### config.mk
export PLATFORM = sky130hd
export DESIGN_NAME = sw_seq_loader_flat
export DESIGN_NICKNAME = d
export VERILOG_FILES = /design/src/rtl/sw_pkg.sv /design/src/rtl/sw_seq_loader_if.sv /design/src/rtl/sw_seq_buf.sv /design/src/rtl/sw_seq_loader.sv /design/src/flat_wrapper.sv
export SDC_FILE = /design/constraint.sdc
export NUM_CORES = 1
export LEC_CHECK = 0
export BUFFER_PORTS_ARGS = -buffer_cell sky130_fd_sc_hd__buf_2
export CAP_MARGIN = 0
export CORE_ASPECT_RATIO = 2
export CORE_MARGIN = 5
export CORE_UTILIZATION = 41
export DETAILED_ROUTE_END_ITERATION = 8
export PLACE_DENSITY = 0.59
export SLEW_MARGIN = 20
export SYNTH_ARGS = -nofsm -noshare
export SYNTH_HDL_FRONTEND = slang
export SYNTH_HIERARCHICAL = 1
export SYNTH_SLANG_ARGS = --single-unit
### constraint.sdc
create_clock -name clk -period 3.2 [get_ports clk]
set_clock_uncertainty 0.1 [all_clocks]
set_input_delay 0.32 -clock clk [delete_from_list [all_inputs] [get_ports clk]]
set_output_delay 0.32 -clock clk [all_outputs]
set_load 0.01 [all_outputs]
### src/rtl/sw_pkg.sv
// Shared definitions for the Smith-Waterman front end: base encoding, default
// sequence lengths, scoring constants and the loader state encoding.
package sw_pkg;

  localparam int LEN_REF_DEF   = 64;
  localparam int LEN_QUERY_DEF = 48;
  localparam int IN_WIDTH_DEF  = 8;

  localparam logic [1:0] BASE_A = 2'd0;
  localparam logic [1:0] BASE_C = 2'd1;
  localparam logic [1:0] BASE_G = 2'd2;
  localparam logic [1:0] BASE_T = 2'd3;

  localparam int SCORE_MATCH    = 2;
  localparam int SCORE_MISMATCH = -1;
  localparam int GAP_OPEN       = 2;
  localparam int GAP_EXTEND     = 1;

  typedef enum logic [2:0] {
    IDLE,
    LOAD_REF,
    LOAD_QUERY,
    STREAM,
    WAIT_DONE
  } ld_state_e;

endpackage

### src/rtl/sw_seq_loader_if.sv
// Host-word intake and core-facing stream of the sequence loader.
interface sw_seq_loader_if #(
  parameter int IN_WIDTH = 8
);
  logic                start;
  logic                in_valid;
  logic                in_ready;
  logic [IN_WIDTH-1:0] in_data;
  logic                sw_finish;
  logic                valid;
  logic [1:0]          data_ref;
  logic [1:0]          data_query;
  logic                busy;

  modport master (
    output start, in_valid, in_data, sw_finish,
    input  in_ready, valid, data_ref, data_query, busy
  );

  modport slave (
    input  start, in_valid, in_data, sw_finish,
    output in_ready, valid, data_ref, data_query, busy
  );
endinterface

### src/rtl/sw_seq_buf.sv
// Sequence buffer: written a whole host word at a time, read one base at a time.
// Contents are deliberately unreset; every job rewrites all of it.
module sw_seq_buf #(
  parameter  int DEPTH = 64,
  parameter  int BPW   = 4,
  localparam int WORDS = DEPTH / BPW,
  localparam int WA_W  = $clog2(WORDS),
  localparam int RA_W  = $clog2(DEPTH)
) (
  input  logic             clk,
  input  logic             we,
  input  logic [WA_W-1:0]  waddr,
  input  logic [2*BPW-1:0] wdata,
  input  logic [RA_W-1:0]  raddr,
  output logic [1:0]       rdata
);
  logic [WORDS-1:0][2*BPW-1:0] mem;
  logic [DEPTH-1:0][1:0]       bases;

  always_ff @(posedge clk)
    if (we) mem[waddr] <= wdata;

  // Same bits viewed base-wise: base b of word w lands at index w*BPW+b.
  assign bases = mem;
  assign rdata = bases[raddr];
endmodule

### src/rtl/sw_seq_loader.sv
// Loads one reference and one query from packed host words, replays them to the
// Smith-Waterman core as a registered base stream, then waits for the core's finish.
module sw_seq_loader import sw_pkg::*; #(
  parameter int LEN_REF   = LEN_REF_DEF,
  parameter int LEN_QUERY = LEN_QUERY_DEF,
  parameter int IN_WIDTH  = IN_WIDTH_DEF
) (
  input logic            clk,
  input logic            reset,
  sw_seq_loader_if.slave bus
);
  localparam int BPW       = IN_WIDTH / 2;
  localparam int WORDS_REF = LEN_REF / BPW;
  localparam int WORDS_QRY = LEN_QUERY / BPW;
  localparam int CNT_W     = $clog2(LEN_REF) + 1;
  localparam int WA_R      = $clog2(WORDS_REF);
  localparam int WA_Q      = $clog2(WORDS_QRY);
  localparam int RA_R      = $clog2(LEN_REF);
  localparam int RA_Q      = $clog2(LEN_QUERY);

  ld_state_e        state, state_n;
  logic [CNT_W-1:0] wc, wc_n, k, k_n;
  logic             valid_q, valid_n;
  logic [1:0]       ref_q, ref_n, qry_q, qry_n;
  logic [1:0]       ref_base, qry_base;
  logic             accept, we_ref, we_qry;

  assign bus.in_ready   = (state == LOAD_REF) || (state == LOAD_QUERY);
  assign bus.busy       = (state != IDLE);
  assign bus.valid      = valid_q;
  assign bus.data_ref   = ref_q;
  assign bus.data_query = qry_q;
  assign accept         = bus.in_valid && bus.in_ready;

  sw_seq_buf #(.DEPTH(LEN_REF), .BPW(BPW)) u_ref_buf (
    .clk   (clk),
    .we    (we_ref),
    .waddr (wc[WA_R-1:0]),
    .wdata (bus.in_data),
    .raddr (k[RA_R-1:0]),
    .rdata (ref_base)
  );

  sw_seq_buf #(.DEPTH(LEN_QUERY), .BPW(BPW)) u_qry_buf (
    .clk   (clk),
    .we    (we_qry),
    .waddr (wc[WA_Q-1:0]),
    .wdata (bus.in_data),
    .raddr (k[RA_Q-1:0]),
    .rdata (qry_base)
  );

  always_ff @(posedge clk or posedge reset)
    if (reset) begin
      state   <= IDLE;
      wc      <= '0;
      k       <= '0;
      valid_q <= 1'b0;
      ref_q   <= BASE_A;
      qry_q   <= BASE_A;
    end else begin
      state   <= state_n;
      wc      <= wc_n;
      k       <= k_n;
      valid_q <= valid_n;
      ref_q   <= ref_n;
      qry_q   <= qry_n;
    end

  always_comb begin
    state_n = state;
    wc_n    = wc;
    k_n     = k;
    valid_n = 1'b0;
    ref_n   = BASE_A;
    qry_n   = BASE_A;
    we_ref  = 1'b0;
    we_qry  = 1'b0;
    case (state)
      IDLE:
        if (bus.start) begin
          state_n = LOAD_REF;
          wc_n    = '0;
        end
      LOAD_REF:
        if (accept) begin
          we_ref = 1'b1;
          if (wc == CNT_W'(WORDS_REF - 1)) begin
            state_n = LOAD_QUERY;
            wc_n    = '0;
          end else wc_n = wc + CNT_W'(1);
        end
      LOAD_QUERY:
        if (accept) begin
          we_qry = 1'b1;
          if (wc == CNT_W'(WORDS_QRY - 1)) begin
            state_n = STREAM;
            wc_n    = '0;
            k_n     = '0;
          end else wc_n = wc + CNT_W'(1);
        end
      STREAM: begin
        // Each edge here presents base k; the edge that presents the last base
        // already moves to WAIT_DONE, whose first edge drops the stream to 0.
        valid_n = 1'b1;
        ref_n   = ref_base;
        qry_n   = (k < CNT_W'(LEN_QUERY)) ? qry_base : BASE_A;
        if (k == CNT_W'(LEN_REF - 1)) begin
          state_n = WAIT_DONE;
          k_n     = '0;
        end else k_n = k + CNT_W'(1);
      end
      WAIT_DONE:
        if (bus.sw_finish) state_n = IDLE;
      default: state_n = IDLE;
    endcase
  end
endmodule
### src/flat_wrapper.sv
// flat-port wrapper written by rule: the top's interface ports become plain ports
module sw_seq_loader_flat import sw_pkg::*;
#(
  parameter int LEN_REF   = LEN_REF_DEF,
  parameter int LEN_QUERY = LEN_QUERY_DEF,
  parameter int IN_WIDTH  = IN_WIDTH_DEF
)
  (clk, reset, bus_start, bus_in_valid, bus_in_data, bus_sw_finish, bus_in_ready, bus_valid, bus_data_ref, bus_data_query, bus_busy);
  sw_seq_loader_if #(.IN_WIDTH(IN_WIDTH)) bus_i ();
  input logic clk;
  input logic reset;
  input wire logic [$bits(bus_i.start)-1:0] bus_start;
  input wire logic [$bits(bus_i.in_valid)-1:0] bus_in_valid;
  input wire logic [$bits(bus_i.in_data)-1:0] bus_in_data;
  input wire logic [$bits(bus_i.sw_finish)-1:0] bus_sw_finish;
  output wire logic [$bits(bus_i.in_ready)-1:0] bus_in_ready;
  output wire logic [$bits(bus_i.valid)-1:0] bus_valid;
  output wire logic [$bits(bus_i.data_ref)-1:0] bus_data_ref;
  output wire logic [$bits(bus_i.data_query)-1:0] bus_data_query;
  output wire logic [$bits(bus_i.busy)-1:0] bus_busy;
  assign bus_i.start = bus_start;
  assign bus_i.in_valid = bus_in_valid;
  assign bus_i.in_data = bus_in_data;
  assign bus_i.sw_finish = bus_sw_finish;
  assign bus_in_ready = bus_i.in_ready;
  assign bus_valid = bus_i.valid;
  assign bus_data_ref = bus_i.data_ref;
  assign bus_data_query = bus_i.data_query;
  assign bus_busy = bus_i.busy;
  sw_seq_loader #(.LEN_REF(LEN_REF), .LEN_QUERY(LEN_QUERY), .IN_WIDTH(IN_WIDTH)) u_core (.clk(clk), .reset(reset), .bus(bus_i));
endmodule
# ---- After elaboration in Yosys (flattened, before gate mapping)
# Index checks and enable logic that the tools add are counted.
dict set report totals {
  word_cells 97
  regBits 246
  input_bits 13
  out_inout_bits 7
}
dict set report op_classes {
  n_reduce_logical 10
  order_cmp 4
  addsub 2
  n_mux 33
  n_eq_ne 14
}
# op n
set ops {}
lappend ops {{128-bit bitwise mux} 1}
lappend ops {{96-bit bitwise mux} 1}
lappend ops {{7-bit 2-to-1 mux} 8}
lappend ops {{8-bit demux with 4-bit select} 1}
lappend ops {{2-bit binary-select mux with 6-bit select} 2}
lappend ops {{3-bit 2-to-1 mux} 7}
lappend ops {{7-bit case mux with 3 select lines} 1}
lappend ops {{3-bit case mux with 5 select lines} 1}
lappend ops {{7-bit by 1-bit adder with 7-bit output (second input constant)} 2}
lappend ops {{7-bit by 4-bit equality test with 1-bit output (second input constant)} 2}
lappend ops {{7-bit case mux with 2 select lines} 1}
lappend ops {{2-bit 2-to-1 mux} 5}
lappend ops {{8-bit 2-to-1 mux} 1}
lappend ops {{2-bit != test (second input constant)} 4}
lappend ops {{7-bit by 6-bit equality test with 1-bit output (second input constant)} 1}
lappend ops {{6-bit by 7-bit < comparator with 1-bit output (second input constant)} 1}
lappend ops {{7-bit by 6-bit < comparator with 1-bit output (second input constant)} 1}
lappend ops {{7-bit AND reduction} 1}
lappend ops {{3-bit by 2-bit equality test with 1-bit output (second input constant)} 2}
lappend ops {{2-bit by 1-bit != test with 1-bit output (second input constant)} 3}
lappend ops {{3-bit nonzero test} 2}
lappend ops {{4-bit by 5-bit < comparator with 1-bit output (second input constant)} 1}
lappend ops {{4-bit by 1-bit >= comparator with 1-bit output (second input constant)} 1}
lappend ops {{1-bit 2-to-1 mux} 4}
lappend ops {{8 further kinds} 9}

# ---- Logic depth before layout (Yosys ltp)
dict set report logic_depth {
  ltp_word 5
  ltp_mapped 9
  mapped_depth_nobuf 6
}

# ---- Hierarchy
# Netlist, hierarchy kept.
# module area_each_um2 instances seq_area_each_um2 cells_per_inst
set modules_own_cells {}
lappend modules_own_cells {{sw_seq_buf (u_core.u_ref_buf)} 5114.9 1 3843.7 252}
lappend modules_own_cells {{sw_seq_buf (u_core.u_qry_buf)} 3873.7 1 2882.8 186}
lappend modules_own_cells {sw_seq_loader 1244.9 1 550.5 129}

# ---- Worst setup path before layout
# No wires, ideal clock.
dict set report synth_path {
  path_kind {register -> register}
  startpoint {reg u_core.state[0]}
  endpoint {reg u_core.u_qry_buf.mem, in the netlist u_core/u_qry_buf/bases[0] (enable)}
  period_less_slack_ns 2.437
  setup_slack_ns 0.763
  t_required_ns 2.717
  arrival_ns 1.954
  setup_time_ns 0.383
  path_stages_with_launch 5
  n_path_buf 1
  path_cell_list {dfrtp_1 > buf_6 > and4bb_4 > or3b_2 > nor3_1}
}
dict set report synth_between {
  elab_chain_len 5
  elab_cells_between_ends 6
  cone_classes {2 x eq/ne; 2 x mux; 2 x reduce/logical}
}
# element line
set synth_lines {}
lappend synth_lines {{start: declaration} sw_seq_loader.sv:21} ;# ld_state_e state, state_n;
lappend synth_lines {{start signal: assignment} sw_seq_loader.sv:62} ;# state <= state_n;
lappend synth_lines {{3-bit by 1-bit equality test with 1-bit output / 3-bit by 2-bit equality test with 1-bit output (equally long branches)} {sw_seq_loader.sv:28, sw_seq_loader.sv:79}}
lappend synth_lines {{1-bit logical OR} sw_seq_loader.sv:28} ;# assign bus.in_ready = (state == LOAD_REF) || (state == LOAD_QUERY);
lappend synth_lines {{1-bit logical AND} sw_seq_loader.sv:33} ;# assign accept = bus.in_valid && bus.in_ready;
lappend synth_lines {{1-bit 2-to-1 mux} sw_seq_loader.sv:94} ;# if (accept) begin
lappend synth_lines {{1-bit 2-to-1 mux (*)} sw_seq_loader.sv:79} ;# case (state)
lappend synth_lines {{via u_core.we_qry} sw_seq_loader.sv:26} ;# logic accept, we_ref, we_qry;
lappend synth_lines {{end signal: indexed assignment} sw_seq_buf.sv:21} ;# if (we) mem[waddr] <= wdata;
lappend synth_lines {{end: declaration} sw_seq_buf.sv:17} ;# logic [WORDS-1:0][2*BPW-1:0] mem;
# Mark *: on every way through the listed nets, which the timed path passes. The rest lies on a longest branch.
# A chain may end at the register's enable or synchronous reset.

# ---- Worst setup path in the final report
dict set report layout_path {
  startpoint {reg u_core.k[1]}
  endpoint {reg u_core.ref_q[0] (netlist: u_core/bus.data_ref[0])}
}
dict set report layout_between {
  elab_chain_len 3
}
# element line
set layout_lines {}
lappend layout_lines {{start: declaration} sw_seq_loader.sv:22} ;# logic [CNT_W-1:0] wc, wc_n, k, k_n;
lappend layout_lines {{start signal: assignment} sw_seq_loader.sv:64} ;# k <= k_n;
lappend layout_lines {{2-bit binary-select mux with 6-bit select} sw_seq_buf.sv:25} ;# assign rdata = bases[raddr];
lappend layout_lines {{2-bit 2-to-1 mux (not written as such)} sw_seq_buf.sv:25}
lappend layout_lines {{via u_core.ref_base[0]} sw_seq_loader.sv:25} ;# logic [1:0] ref_base, qry_base;
lappend layout_lines {{2-bit 2-to-1 mux} sw_seq_loader.sv:79}
lappend layout_lines {{via u_core.ref_n[0]} sw_seq_loader.sv:24} ;# logic [1:0] ref_q, ref_n, qry_q, qry_n;
lappend layout_lines {{end signal: assignment} sw_seq_loader.sv:66} ;# ref_q <= ref_n;
lappend layout_lines {{end: declaration} sw_seq_loader.sv:24}
# The timed path passes the listed nets, and every way through them passes these cells. The select of a mux whose other input is x is not followed.

==> impl_metrics.py <==
metrics = {
    "run_status": {
        "outcome": "finished, final reports clean",
    },
    "synthesis": {
        "yosysTopAreaCellShare": 0.657,
        "ys_warn_count": 6,
        "syn_area_sq_mm": 0.0102,
        "yosysSeqAreaShare": 0.711,
        "synth_edf_count": 224,
        "async_flop_share": 0.0894,
        "syn_avg_cell_area_sq_um": 18.0,
        "yosysTopAreaCell": "edfxtp_1",
        "ys_ff_latch": 246,
        "ys_top_cells_by_area": "edfxtp_1 (66%), mux4_1 (6.2%), mux4_2 (5.5%), dfrtp_1 (5.4%), mux2i_1 (2.0%)",
        "synth_flop_cell": "edfxtp_1",
        "synthCells": 567,
        "ys_types": 62,
        "syn_nets": 582,
    },
    "worst_hold_path": {
        "worstHoldStart": "bus_sw_finish",
        "holdPathStages": 3,
        "min_path_type": "in -> reg",
        "hold_path_end": "u_core/state[2]",
    },
    "place": {
        "portBuffers": 19,
        "dp_hpwl_microns": 15100,
        "pre_cts_slack_ps": 435,
        "gp_congestion": 0.799,
    },
    "timing": {
        "layout_min_cycle_time_ps": 2780,
        "layout_setup_ws_ps": 421,
        "fin_crit_sh": 0.869,
        "slew_headroom": 0.382,
        "worst_pin_slew_ps": 927,
        "slew_violations": 0,
        "rsz0062_at_grt": "no",
        "max_freq_ghz": 0.360,
        "setup_viol": 0,
        "setup_tns_ps": 0,
        "hold_viol": 0,
    },
    "routing": {
        "routedWlPerCell_microns": 24.3,
        "drc": 0,
        "drt_iter0_markers": 288,
        "postRouteAntennaNets": 0,
        "routed_wl_microns": 23300,
        "post_drt_via_cell_ratio": 5.66,
        "first_pass_iters": 4,
        "via_count": 5438,
    },
    "critical_path": {
        "cp_cell_sequence": "buf_12 > mux2_2 > nor3b_1 > a311oi_1 > a311oi_1 > a311oi_1 > and2_1",
        "crit_path_max_incr_delay_ps": 800,
        "startpoint_type": "flop",
        "rr_startpoint": "u_core/k[1]",
        "worst_path_max_delay_cell": "dfrtp_2",
        "critPathMaxFanout": 44,
        "critPathKind": "reg -> reg",
        "worstPathArrival_ps": 3120,
        "r2r_slack_ps": 420,
        "required_ps": 3540,
        "end_kind": "flop",
        "ff2ff_path_depth": 7,
        "rr_endpoint": "u_core/bus.data_ref[0]",
        "crit_path_frequent_cell": "a311oi_1",
    },
    "power_and_ir_drop": {
        "p_leak_nw": 4.02,
        "ir_worst_vdd_uv": 332,
        "power.density_mw_per_mm2": 702,
    },
    "global_route": {
        "grt_pass1_wl_microns": 35300,
        "grt_pass1_vias": 5957,
        "grt-ovfl-total": 0,
        "antenna_found_initial": 0,
        "grt_max_degree": 45,
        "track_usage": 0.169,
    },
    "clocking": {
        "clk_root_buffer_cell": "clkbuf_16",
        "post_cts_buffers": 0,
        "clock_sinks": 246,
        "cts_buffer_depth": 3,
        "htreeDepth": 1,
        "clk_pin_slew_ps": 70,
        "cts_buffers": 21,
        "cts-resized-gates": 0,
        "cts_tree": "done",
        "insertion_delay_ps": 520,
    },
    "cells_and_area": {
        "num_antenna_cells": 0,
        "n_fill_cell": 2106,
        "multi_input_area_sq_mm": 0.00276,
        "layout_commonest_cell": "edfxtp_1",
        "layout-drive-gt1-share": 0.192,
        "seq_area_sq_mm": 0.00728,
        "nNetsFinal": 631,
        "areaGrowthSynthToFinish_pct": 12.3,
        "post-route-util": 0.469,
        "final_cell_mix": "edfxtp_1 (224), nand2_1 (30), buf_4 (30)",
    },
    "floorplan": {
        "core_area_sq_mm": 0.0245,
        "io_pins": 20,
        "dieArea_sq_mm": 0.0284,
        "die_w_microns": 122,
        "row_count": 81,
        "die_h_microns": 233,
        "start_util": 0.417,
    },
    "run": {
        "maxCapViolations": 0,
    },
}
==> cells by family (layout without fill, tap and decap cells) <==
family                   Yosys count  after routing  synth area share
multiplexers                      72             72             0.140
adder cells (fa/ha/maj)            2              2           0.00244
AND/OR/NAND/NOR                  136            136            0.0710
flip-flops                       246            246             0.711
buffers and inverters             33             95            0.0192
AO/OA/AOI/OAI                     78             78            0.0567
==> power breakdown <==
group          switching (mW)  internal, mW
sequential              0.227          3.68
clock                    1.13          1.30
combinational           0.963         0.775
==> cell type report <==
type | instances | share of cell area
Sequential cell | 246 | 0.633
Multi-Input combinational cell | 288 | 0.240
Clock buffer | 22 | 0.0461
Tap cell | 332 | 0.0361
Timing Repair Buffer | 52 | 0.0322
Clock inverter | 14 | 0.00969
Inverter | 7 | 0.00229
==> cell usage after synthesis, types with 2 or more instances <==
library cell	count
nand2b_1	11
mux2_2	3
buf_2	10
clkbuf_1	7
mux2i_1	20
buf_6	4
o21a_1	2
and2_1	6
a31oi_1	6
a211o_1	3
buf_4	2
a211oi_1	2
a221o_1	2
nor2b_1	11
inv_1	6
buf_8	2
a311oi_1	6
mux4_1	24
nand3_1	10
a22o_1	2
a2111oi_0	4
and3_1	5
ha_1	2
nor2_1	25
nor3_1	13
o21ai_0	6
nand3b_1	7
nor4b_1	2
nand2_1	30
a21oi_1	12
a41oi_1	3
o211ai_1	5
or3_1	4
a22oi_1	6
a21o_1	4
dfrtp_1	22
o21ai_1	3
nor4_1	2
edfxtp_1	224
nor3b_1	3
mux4_2	25
==> worst max-delay path, delay by kind of cell (launching register included) <==
kind | cells | cell delay (ps)
AOI/OAI and AO/OA | 3 | 1030
and+or+nand+nor | 2 | 190
buffers and inverters | 1 | 340
muxes | 1 | 210
DFF | 1 | 800
==> worst max path at each step <==
| stage | depth (start not counted) | end | from | slack [ps] |
|---|---|---|---|---|
| after floorplan | 4 | u_core/u_qry_buf/bases[0] | u_core/state[0] | 760 |
| after global placement | 7 | u_core/bus.data_ref[0] | u_core/k[1] | 430 |
| after detailed placement | 7 | u_core/bus.data_ref[0] | u_core/k[1] | 440 |
| after CTS | 7 | u_core/bus.data_ref[0] | u_core/k[1] | 430 |
| after global routing | 7 | u_core/bus.data_ref[0] | u_core/k[1] | 380 |
| final | 7 | u_core/bus.data_ref[0] | u_core/k[1] | 420 |
==> metal layers <==
metal,vias up,track usage,part of all wire
met3,58,0.0172,0.033
met1,2814,0.165,0.33
met2,135,0.334,0.58
met4,0,0.0950,0.056
met5,-,0,0
li1,2431,-,-
==> what timing repair did <==
| action | 4_1_cts | 5_1_grt |
|---|---|---|
| endpoints found under the setup margin | 0 | 0 |
| endpoints found under the hold margin | 22 | 0 |
| hold buffers | 1 | 0 |
==> sequential cells by signal, indices dropped and copies added (netlist names) <==
name and flops:
u_core/k 7, u_core/bus.data_query 2, u_core/state 3, u_core/u_qry_buf/bases 96
u_core/bus.data_ref 2, u_core/bus.valid 1, u_core/wc 7, u_core/u_ref_buf/bases 128
==> stage by stage <==
| stage | hold slack [ps] | area (sq um) | instances | power (mW) |
|---|---|---|---|---|
| finish | 50.0 | 11500 | 961 | 8.07 |
| global route | 56.6 | 11500 | 961 | 8.41 |
| CTS | 39.4 | 11500 | 961 | 8.15 |
| detailed placement | 457 | 10800 | 924 | 5.73 |
| global placement | 445 | 10800 | 924 | 5.69 |
| floorplan | 209 | 10200 | 567 | 5.12 |
Note: power is estimated with default switching activity, not from simulation.
